<file path="src/rtl/spi_pkg.sv">
// Shared register map, bit positions and engine state encoding for spi_master.
// No logic; constants and types only.
// No flow control.
package spi_pkg;

    // Register offsets, decoded from paddr[3:2]
    localparam logic [1:0] REG_DATA   = 2'd0;
    localparam logic [1:0] REG_STATUS = 2'd1;
    localparam logic [1:0] REG_CTRL   = 2'd2;
    localparam logic [1:0] REG_CS     = 2'd3;

    // STATUS bit indices
    localparam int ST_TX_FULL  = 0;
    localparam int ST_TX_EMPTY = 1;
    localparam int ST_RX_FULL  = 2;
    localparam int ST_RX_EMPTY = 3;
    localparam int ST_BUSY     = 4;
    localparam int ST_RX_OVF   = 5;

    // CTRL field positions
    localparam int CTRL_EN       = 0;
    localparam int CTRL_IRQ_EN   = 1;
    localparam int CTRL_DIV_LSB  = 8;
    localparam int CTRL_DIV_MSB  = 15;

    // CS register bit
    localparam int CS_BIT = 0;

    // Shift engine states
    typedef enum logic [2:0] {
        IDLE,
        LOAD,
        SCK_LO,
        SCK_HI,
        DONE
    } spi_state_t;

endpackage

</file>
<file path="src/rtl/sync_fifo.sv">
// Single-clock FIFO with registered pointers and an occupancy count.
// Read data is combinational from the head entry; push/pop commit on the clock edge.
// Push when full and pop when empty are ignored; fullness is judged at the start of the cycle.
module sync_fifo #(
    parameter int WIDTH = 8,
    parameter int DEPTH = 4
) (
    input  logic                     clk,
    input  logic                     rst_n,
    input  logic                     push,
    input  logic [WIDTH-1:0]         push_dat,
    input  logic                     pop,
    output logic [WIDTH-1:0]         pop_dat,
    output logic                     full,
    output logic                     empty,
    output logic [$clog2(DEPTH):0]   count
);

    localparam int AW = $clog2(DEPTH);
    localparam int CW = AW + 1;

    logic [WIDTH-1:0] mem [DEPTH];
    logic [AW-1:0]    wr_ptr;
    logic [AW-1:0]    rd_ptr;
    logic             do_push;
    logic             do_pop;

    assign full    = (count == CW'(DEPTH));
    assign empty   = (count == '0);
    assign do_push = push & ~full;
    assign do_pop  = pop & ~empty;
    assign pop_dat = mem[rd_ptr];

    // Pointers wrap naturally because DEPTH is a power of two
    always_ff @(posedge clk or negedge rst_n) begin
        if (!rst_n) begin
            wr_ptr <= '0;
            rd_ptr <= '0;
            count  <= '0;
        end else begin
            if (do_push) wr_ptr <= wr_ptr + 1'b1;
            if (do_pop)  rd_ptr <= rd_ptr + 1'b1;
            case ({do_push, do_pop})
                2'b10:   count <= count + 1'b1;
                2'b01:   count <= count - 1'b1;
                default: count <= count;
            endcase
        end
    end

    // Storage needs no reset; only entries behind the write pointer are ever read
    always_ff @(posedge clk) begin
        if (do_push) mem[wr_ptr] <= push_dat;
    end

endmodule

</file>
<file path="src/rtl/spi_master.sv">
// APB-attached mode-0 SPI master with TX/RX byte FIFOs, software chip select and level irq.
// APB is zero-wait; a byte takes 2 + 16*(CLKDIV+1) cycles from LOAD to DONE inclusive.
// Full TX rejects writes with perr; empty RX read returns 0 with perr; full RX drops bytes and flags overflow.
module spi_master
    import spi_pkg::*;
#(
    parameter int ADDR_WIDTH = 32,
    parameter int DATA_WIDTH = 32,
    parameter int FIFO_DEPTH = 4
) (
    input  logic                  clk,
    input  logic                  APB_PRESETn,
    input  logic [ADDR_WIDTH-1:0] paddr,
    input  logic [DATA_WIDTH-1:0] pdata,
    output logic [DATA_WIDTH-1:0] prdata,
    input  logic                  psel,
    input  logic                  penable,
    input  logic                  pwrite,
    input  logic [3:0]            pstb,
    output logic                  pready,
    output logic                  perr,
    output logic                  irq,
    output logic                  spi_sck,
    output logic                  spi_mosi,
    input  logic                  spi_miso,
    output logic                  spi_cs_n
);

    localparam int CW = $clog2(FIFO_DEPTH) + 1;

    spi_state_t state, state_nxt;

    logic            acc, wr_acc, rd_acc;
    logic [1:0]      reg_sel;
    logic            ctrl_en, ctrl_irq_en;
    logic [7:0]      clkdiv;
    logic            cs_q;
    logic            rx_ovf;
    logic [7:0]      div_cnt;
    logic [2:0]      bit_cnt;
    logic [7:0]      tx_sr;
    logic [7:0]      rx_sr;
    logic            phase_end;
    logic            busy;
    logic [DATA_WIDTH-1:0] rdata;

    logic            tx_push, tx_pop, tx_full, tx_empty;
    logic [7:0]      tx_dat;
    logic [CW-1:0]   tx_cnt;
    logic            rx_push, rx_pop, rx_full, rx_empty;
    logic [7:0]      rx_dat;
    logic [CW-1:0]   rx_cnt;
    logic            unused_ok;

    assign acc     = psel & penable;
    assign wr_acc  = acc & pwrite;
    assign rd_acc  = acc & ~pwrite;
    assign reg_sel = paddr[3:2];
    assign pready  = acc;

    assign tx_push = wr_acc & (reg_sel == REG_DATA) & pstb[0];
    assign rx_pop  = rd_acc & (reg_sel == REG_DATA);

    assign phase_end = (div_cnt >= clkdiv);
    assign busy      = (state != IDLE);
    assign spi_cs_n  = cs_q;
    assign irq       = ctrl_irq_en & ((tx_empty & ~busy) | ~rx_empty | rx_ovf);

    assign unused_ok = ^{1'b0, paddr[ADDR_WIDTH-1:4], paddr[1:0],
                         pdata[DATA_WIDTH-1:16], pstb[3:2], tx_cnt, rx_cnt};

    sync_fifo #(.WIDTH(8), .DEPTH(FIFO_DEPTH)) u_tx_fifo (
        .clk      (clk),
        .rst_n    (APB_PRESETn),
        .push     (tx_push),
        .push_dat (pdata[7:0]),
        .pop      (tx_pop),
        .pop_dat  (tx_dat),
        .full     (tx_full),
        .empty    (tx_empty),
        .count    (tx_cnt)
    );

    sync_fifo #(.WIDTH(8), .DEPTH(FIFO_DEPTH)) u_rx_fifo (
        .clk      (clk),
        .rst_n    (APB_PRESETn),
        .push     (rx_push),
        .push_dat (rx_sr),
        .pop      (rx_pop),
        .pop_dat  (rx_dat),
        .full     (rx_full),
        .empty    (rx_empty),
        .count    (rx_cnt)
    );

    // Software-visible control: CTRL, CS and the sticky overflow flag
    always_ff @(posedge clk or negedge APB_PRESETn) begin
        if (!APB_PRESETn) begin
            ctrl_en     <= 1'b0;
            ctrl_irq_en <= 1'b0;
            clkdiv      <= 8'h00;
            cs_q        <= 1'b1;
            rx_ovf      <= 1'b0;
        end else begin
            if (wr_acc && reg_sel == REG_CTRL) begin
                if (pstb[0]) begin
                    ctrl_en     <= pdata[CTRL_EN];
                    ctrl_irq_en <= pdata[CTRL_IRQ_EN];
                end
                if (pstb[1]) clkdiv <= pdata[CTRL_DIV_MSB:CTRL_DIV_LSB];
            end
            if (wr_acc && reg_sel == REG_CS && pstb[0]) cs_q <= pdata[CS_BIT];
            // A new overflow wins over a clear landing in the same cycle
            if (rx_push && rx_full)
                rx_ovf <= 1'b1;
            else if (wr_acc && reg_sel == REG_STATUS && pstb[0] && pdata[ST_RX_OVF])
                rx_ovf <= 1'b0;
        end
    end

    // Read mux; all unused bits read as zero
    always_comb begin
        rdata = '0;
        case (reg_sel)
            REG_DATA:   rdata[7:0] = rx_empty ? 8'h00 : rx_dat;
            REG_STATUS: begin
                rdata[ST_TX_FULL]  = tx_full;
                rdata[ST_TX_EMPTY] = tx_empty;
                rdata[ST_RX_FULL]  = rx_full;
                rdata[ST_RX_EMPTY] = rx_empty;
                rdata[ST_BUSY]     = busy;
                rdata[ST_RX_OVF]   = rx_ovf;
            end
            REG_CTRL: begin
                rdata[CTRL_EN]                   = ctrl_en;
                rdata[CTRL_IRQ_EN]               = ctrl_irq_en;
                rdata[CTRL_DIV_MSB:CTRL_DIV_LSB] = clkdiv;
            end
            default:    rdata[CS_BIT] = cs_q;
        endcase
    end

    assign prdata = rd_acc ? rdata : '0;
    assign perr   = acc & (reg_sel == REG_DATA) & (pwrite ? (pstb[0] & tx_full) : rx_empty);

    // Engine state register
    always_ff @(posedge clk or negedge APB_PRESETn) begin
        if (!APB_PRESETn) state <= IDLE;
        else              state <= state_nxt;
    end

    // Engine next state; enable is only consulted between bytes
    always_comb begin
        state_nxt = state;
        case (state)
            IDLE:    if (ctrl_en && !tx_empty) state_nxt = LOAD;
            LOAD:    state_nxt = SCK_LO;
            SCK_LO:  if (phase_end) state_nxt = SCK_HI;
            SCK_HI:  if (phase_end) state_nxt = (bit_cnt == 3'd0) ? DONE : SCK_LO;
            DONE:    state_nxt = (ctrl_en && !tx_empty) ? LOAD : IDLE;
            default: state_nxt = IDLE;
        endcase
    end

    // Engine outputs decoded from state; MOSI shows the head byte's MSB during LOAD
    always_comb begin
        spi_sck  = 1'b0;
        spi_mosi = tx_sr[7];
        tx_pop   = 1'b0;
        rx_push  = 1'b0;
        case (state)
            IDLE:    spi_mosi = 1'b0;
            LOAD:    begin tx_pop = 1'b1; spi_mosi = tx_dat[7]; end
            SCK_HI:  spi_sck = 1'b1;
            DONE:    rx_push = 1'b1;
            default: ;
        endcase
    end

    // Divider, bit counter and shifters; MISO sampled on the first SCK-high cycle
    always_ff @(posedge clk or negedge APB_PRESETn) begin
        if (!APB_PRESETn) begin
            div_cnt <= 8'h00;
            bit_cnt <= 3'd0;
            tx_sr   <= 8'h00;
            rx_sr   <= 8'h00;
        end else begin
            if ((state == SCK_LO || state == SCK_HI) && !phase_end)
                div_cnt <= div_cnt + 1'b1;
            else
                div_cnt <= 8'h00;
            case (state)
                LOAD: begin
                    tx_sr   <= tx_dat;
                    bit_cnt <= 3'd7;
                end
                SCK_HI: begin
                    if (div_cnt == 8'h00) rx_sr <= {rx_sr[6:0], spi_miso};
                    if (phase_end) begin
                        tx_sr   <= {tx_sr[6:0], 1'b0};
                        bit_cnt <= bit_cnt - 1'b1;
                    end
                end
                default: ;
            endcase
        end
    end

endmodule

</file>
<file path="config.mk">
export PLATFORM = sky130hd
export DESIGN_NAME = spi_master
export DESIGN_NICKNAME = d
export VERILOG_FILES = /design/src/rtl/spi_pkg.sv /design/src/rtl/sync_fifo.sv /design/src/rtl/spi_master.sv
export SDC_FILE = /design/constraint.sdc
export NUM_CORES = 1
export LEC_CHECK = 0
export BUFFER_PORTS_ARGS = -buffer_cell sky130_fd_sc_hd__buf_4
export CAP_MARGIN = 20
export CORE_UTILIZATION = 28
export CTS_CLUSTER_DIAMETER = 80
export CTS_CLUSTER_SIZE = 10
export DETAILED_ROUTE_END_ITERATION = 7
export SYNTH_ARGS = -nofsm -noshare
export SYNTH_HDL_FRONTEND = slang
export SYNTH_HIERARCHICAL = 1
export SYNTH_SLANG_ARGS = --single-unit
</file>
<file path="constraint.sdc">
create_clock -name clk -period 2.1 [get_ports clk]
set_clock_uncertainty 0.05 [all_clocks]
set_input_delay 0.63 -clock clk [delete_from_list [all_inputs] [get_ports clk]]
set_output_delay 0.63 -clock clk [all_outputs]
set_load 0.01 [all_outputs]
</file>
==> flow_summary.json <==
{
  "min_period_ns": 2.65,
  "crit_path_max_fanout": 3,
  "outcome": "complete, but fails checks",
  "fp-row-count": 51,
  "areaGrowthSynthToFinish_pct": 40.5,
  "startpoint": "u_rx_fifo/rd_ptr[0]",
  "drt_first_pass_iters": 4,
  "clockRootBuffer": "clkbuf_16",
  "multiInputGateArea_mm2": 0.00247,
  "overflow": 0,
  "p_sw_share_pct": 31.3,
  "rsz0062_at_grt": "true",
  "power_leakage_uw": 0.00333,
  "cts_buffers": 17,
  "clockBufferDepth": 2,
  "clk_pin_slew_worst_paths_ns": 0.06,
  "critPathArrivalTime_ns": 1.97,
  "core_mm2": 0.0197,
  "slew_viol_final": 0,
  "layout_common_cells": "100 x buf_4, 64 x edfxtp_1, 50 x dfrtp_1",
  "die-area_mm2": 0.0208,
  "cts_tree": "yes",
  "start_util_pct": 28.9,
  "wl_per_cell_um": 15.1,
  "drc": 0,
  "clock-sinks": 120,
  "internal_power_uw": 6200,
  "maxSlewHeadroom_pct": 67.0,
  "end_kind": "output pin",
  "max_freq_mhz": 377,
  "grt_antenna_before_repair": 0,
  "grt_max_degree": 36,
  "grt_pass1_wl_mm": 19.7,
  "cp-start-kind": "register",
  "gp_congestion": 0.796,
  "layout_setup_ws_ns": -0.550,
  "seqCellArea_mm2": 0.00333,
  "synth-simple-area-share_pct": 10.4,
  "ys_ff_latch": 120,
  "rr_worst_depth": 7,
  "grt_usage_pct": 12.7,
  "finalSetupViolations": 28,
  "hp-class": "input port to async pin",
  "worst_pin_slew_ns": 0.491,
  "pin_count": 112,
  "synth_cell_types": 61,
  "path_class": "register to output pin",
  "clockPowerShare_pct": 31.5,
  "clock_latency_ns": 0.41,
  "peakVddDrop_uv": 593,
  "final_common_cell": "buf_4",
  "antennaDiodeCount": 0,
  "synth_area_per_cell_um2": 13.8,
  "place_ws_ns": -0.409,
  "post-route-period-util_pct": 126,
  "postRouteAntennaNets": 0,
  "die_w_um": 144,
  "rrSetupSlack_ns": -0.10,
  "first_iter_violations": 170,
  "p_per_area_mw_per_mm2": 1130,
  "synth_top_family_by_area": "multiplexers",
  "synth_compound_area_share_pct": 4.76,
  "dr_total_vias": 3628,
  "setup.worst_path.end": "prdata[0]",
  "fillerInstances": 1816,
  "dp_hpwl_mm": 8.13,
  "finalHoldViolations": 0,
  "p_comb_share_pct": 32.7,
  "ys_warn_count": 6,
  "cts_max_level": 4,
  "synthArstFlopShare_pct": 46.7,
  "via_per_inst": 4.41,
  "synthFlopType": "edfxtp_1",
  "violations": "setup timing",
  "pwr-share-seq_pct": 35.8,
  "worstReg2RegStart": "clkdiv[0]",
  "r2r-end": "tx_sr[5]",
  "synth_mux_area_share_pct": 12.6,
  "grt_pass1_vias": 3859,
  "p_switching_uw": 2820,
  "drt-total-wl_mm": 12.4,
  "die_y_um": 144,
  "synth_edf_count": 64,
  "max_cap_viol_count": 0,
  "synth_adder_area_share_pct": 5.56,
  "synth_area_mm2": 0.00567,
  "synth_xor_xnor_area_share_pct": 2.78,
  "ys_seq_area_share_pct": 58.6,
  "layout-drive-gt1-share_pct": 50.9,
  "netlist_instances": 412,
  "cp.required_ns": 1.42,
  "io_buffers": 47,
  "num-nets-final": 643,
  "setup_tns_ns": -5.46
}
==> what timing repair did <==
| action | in CTS | in global routing |
|---|---|---|
| endpoints found under the setup margin | 32 | 44 |
| gates cloned | 1 | 0 |
| gates resized for setup | 70 | 53 |
| buffers inserted | 17 | 14 |
| endpoints found under the hold margin | 0 | 0 |
| hold buffers | 0 | 0 |
| pin swaps | 19 | 26 |
==> cells by family after synthesis <==
kind of cell | count (synthesis)
other cells | 1
flops | 120
xor+xnor | 18
mux | 47
fa+ha+maj | 24
buf+inv | 59
simple gates | 104
compound gates | 39
==> stage by stage <==
stage	hold slack (ns)	std cells	util (%)	power [uW]	area, um^2
floorplan	0.284	427	-	4720	5780
global placement	0.419	765	34.1	5450	6700
detailed placement	0.429	765	34.1	5550	6700
CTS	0.0877	814	39.3	8860	7720
global route	0.102	823	40.6	9510	7970
finish	0.0927	823	40.6	9020	7970
==> synth_stat cells, drive strengths merged (8+ instances only) <==
master	instances	area, um^2
o21ai	13	65.1
and2	8	57.6
edfxtp	64	1920
and3	8	55.1
mux2	28	323
buf	22	158
xor2	11	96.3
nor3	14	75.1
mux4	16	360
dfrtp	55	1380
nand3	8	40.0
nor2	25	93.8
ha	22	275
nand2	20	82.6
clkbuf	8	30.0
inv	29	109
==> power by group through the flow <==
stage,clock [uW],combinational (uW),sequential (uW)
floorplan,0,1560,3160
global placement,0,2250,3200
detailed placement,0,2330,3230
CTS,2890,2760,3210
global route,2990,3230,3290
finish,2840,2950,3230
==> registers in the layout, indices dropped and copies added (netlist names) <==
name / count
u_tx_fifo/count: 3
tx_sr: 8
div_cnt: 8
state: 3
u_rx_fifo/wr_ptr: 2
ctrl_en: 1
u_rx_fifo/mem: 32
u_tx_fifo/rd_ptr: 2
rx_sr: 8
u_tx_fifo/mem: 32
u_rx_fifo/rd_ptr: 2
rx_ovf: 1
u_tx_fifo/wr_ptr: 2
u_rx_fifo/count: 3
ctrl_irq_en: 1
clkdiv: 8
bit_cnt: 3
spi_cs_n: 1
==> worst min-delay path by stage <==
stage,endpoint,start,cells after the start,slack (ns)
2_1_floorplan,bit_cnt[0],APB_PRESETn,0,0.28
3_3_place_gp,tx_sr[3],tx_sr[3],1,0.42
3_5_place_dp,tx_sr[6],tx_sr[6],1,0.43
4_1_cts,state[1],APB_PRESETn,1,0.09
5_1_grt,tx_sr[6],APB_PRESETn,1,0.10
6_report,bit_cnt[2],APB_PRESETn,1,0.09
==> layer usage <==
metal / vias to the layer above / part of all wire (%) / track usage (%)
met2: 68 / 56 / 23.3
met1: 1812 / 39 / 14.0
met5: - / 0 / 0
met4: 0 / 2.0 / 5.26
met3: 22 / 2.9 / 3.08
li1: 1726 / - / -
==> layout make-up <==
type / instances / share of cell area, %
clock buffer: 19 / 5.96
clock inverter: 13 / 1.51
inverter: 29 / 1.46
multi-input combinational: 248 / 31.0
sequential: 120 / 41.8
tap: 265 / 4.16
timing repair buffer: 129 / 14.1
==> worst max-delay path: stages, from the launching register on <==
cell and delay, ns:
dfrtp_2 0.39, buf_4 0.12, mux4_2 0.52, a221oi_2 0.26
a211oi_1 0.11, buf_4 0.16
(Power assumes the default switching activity.)
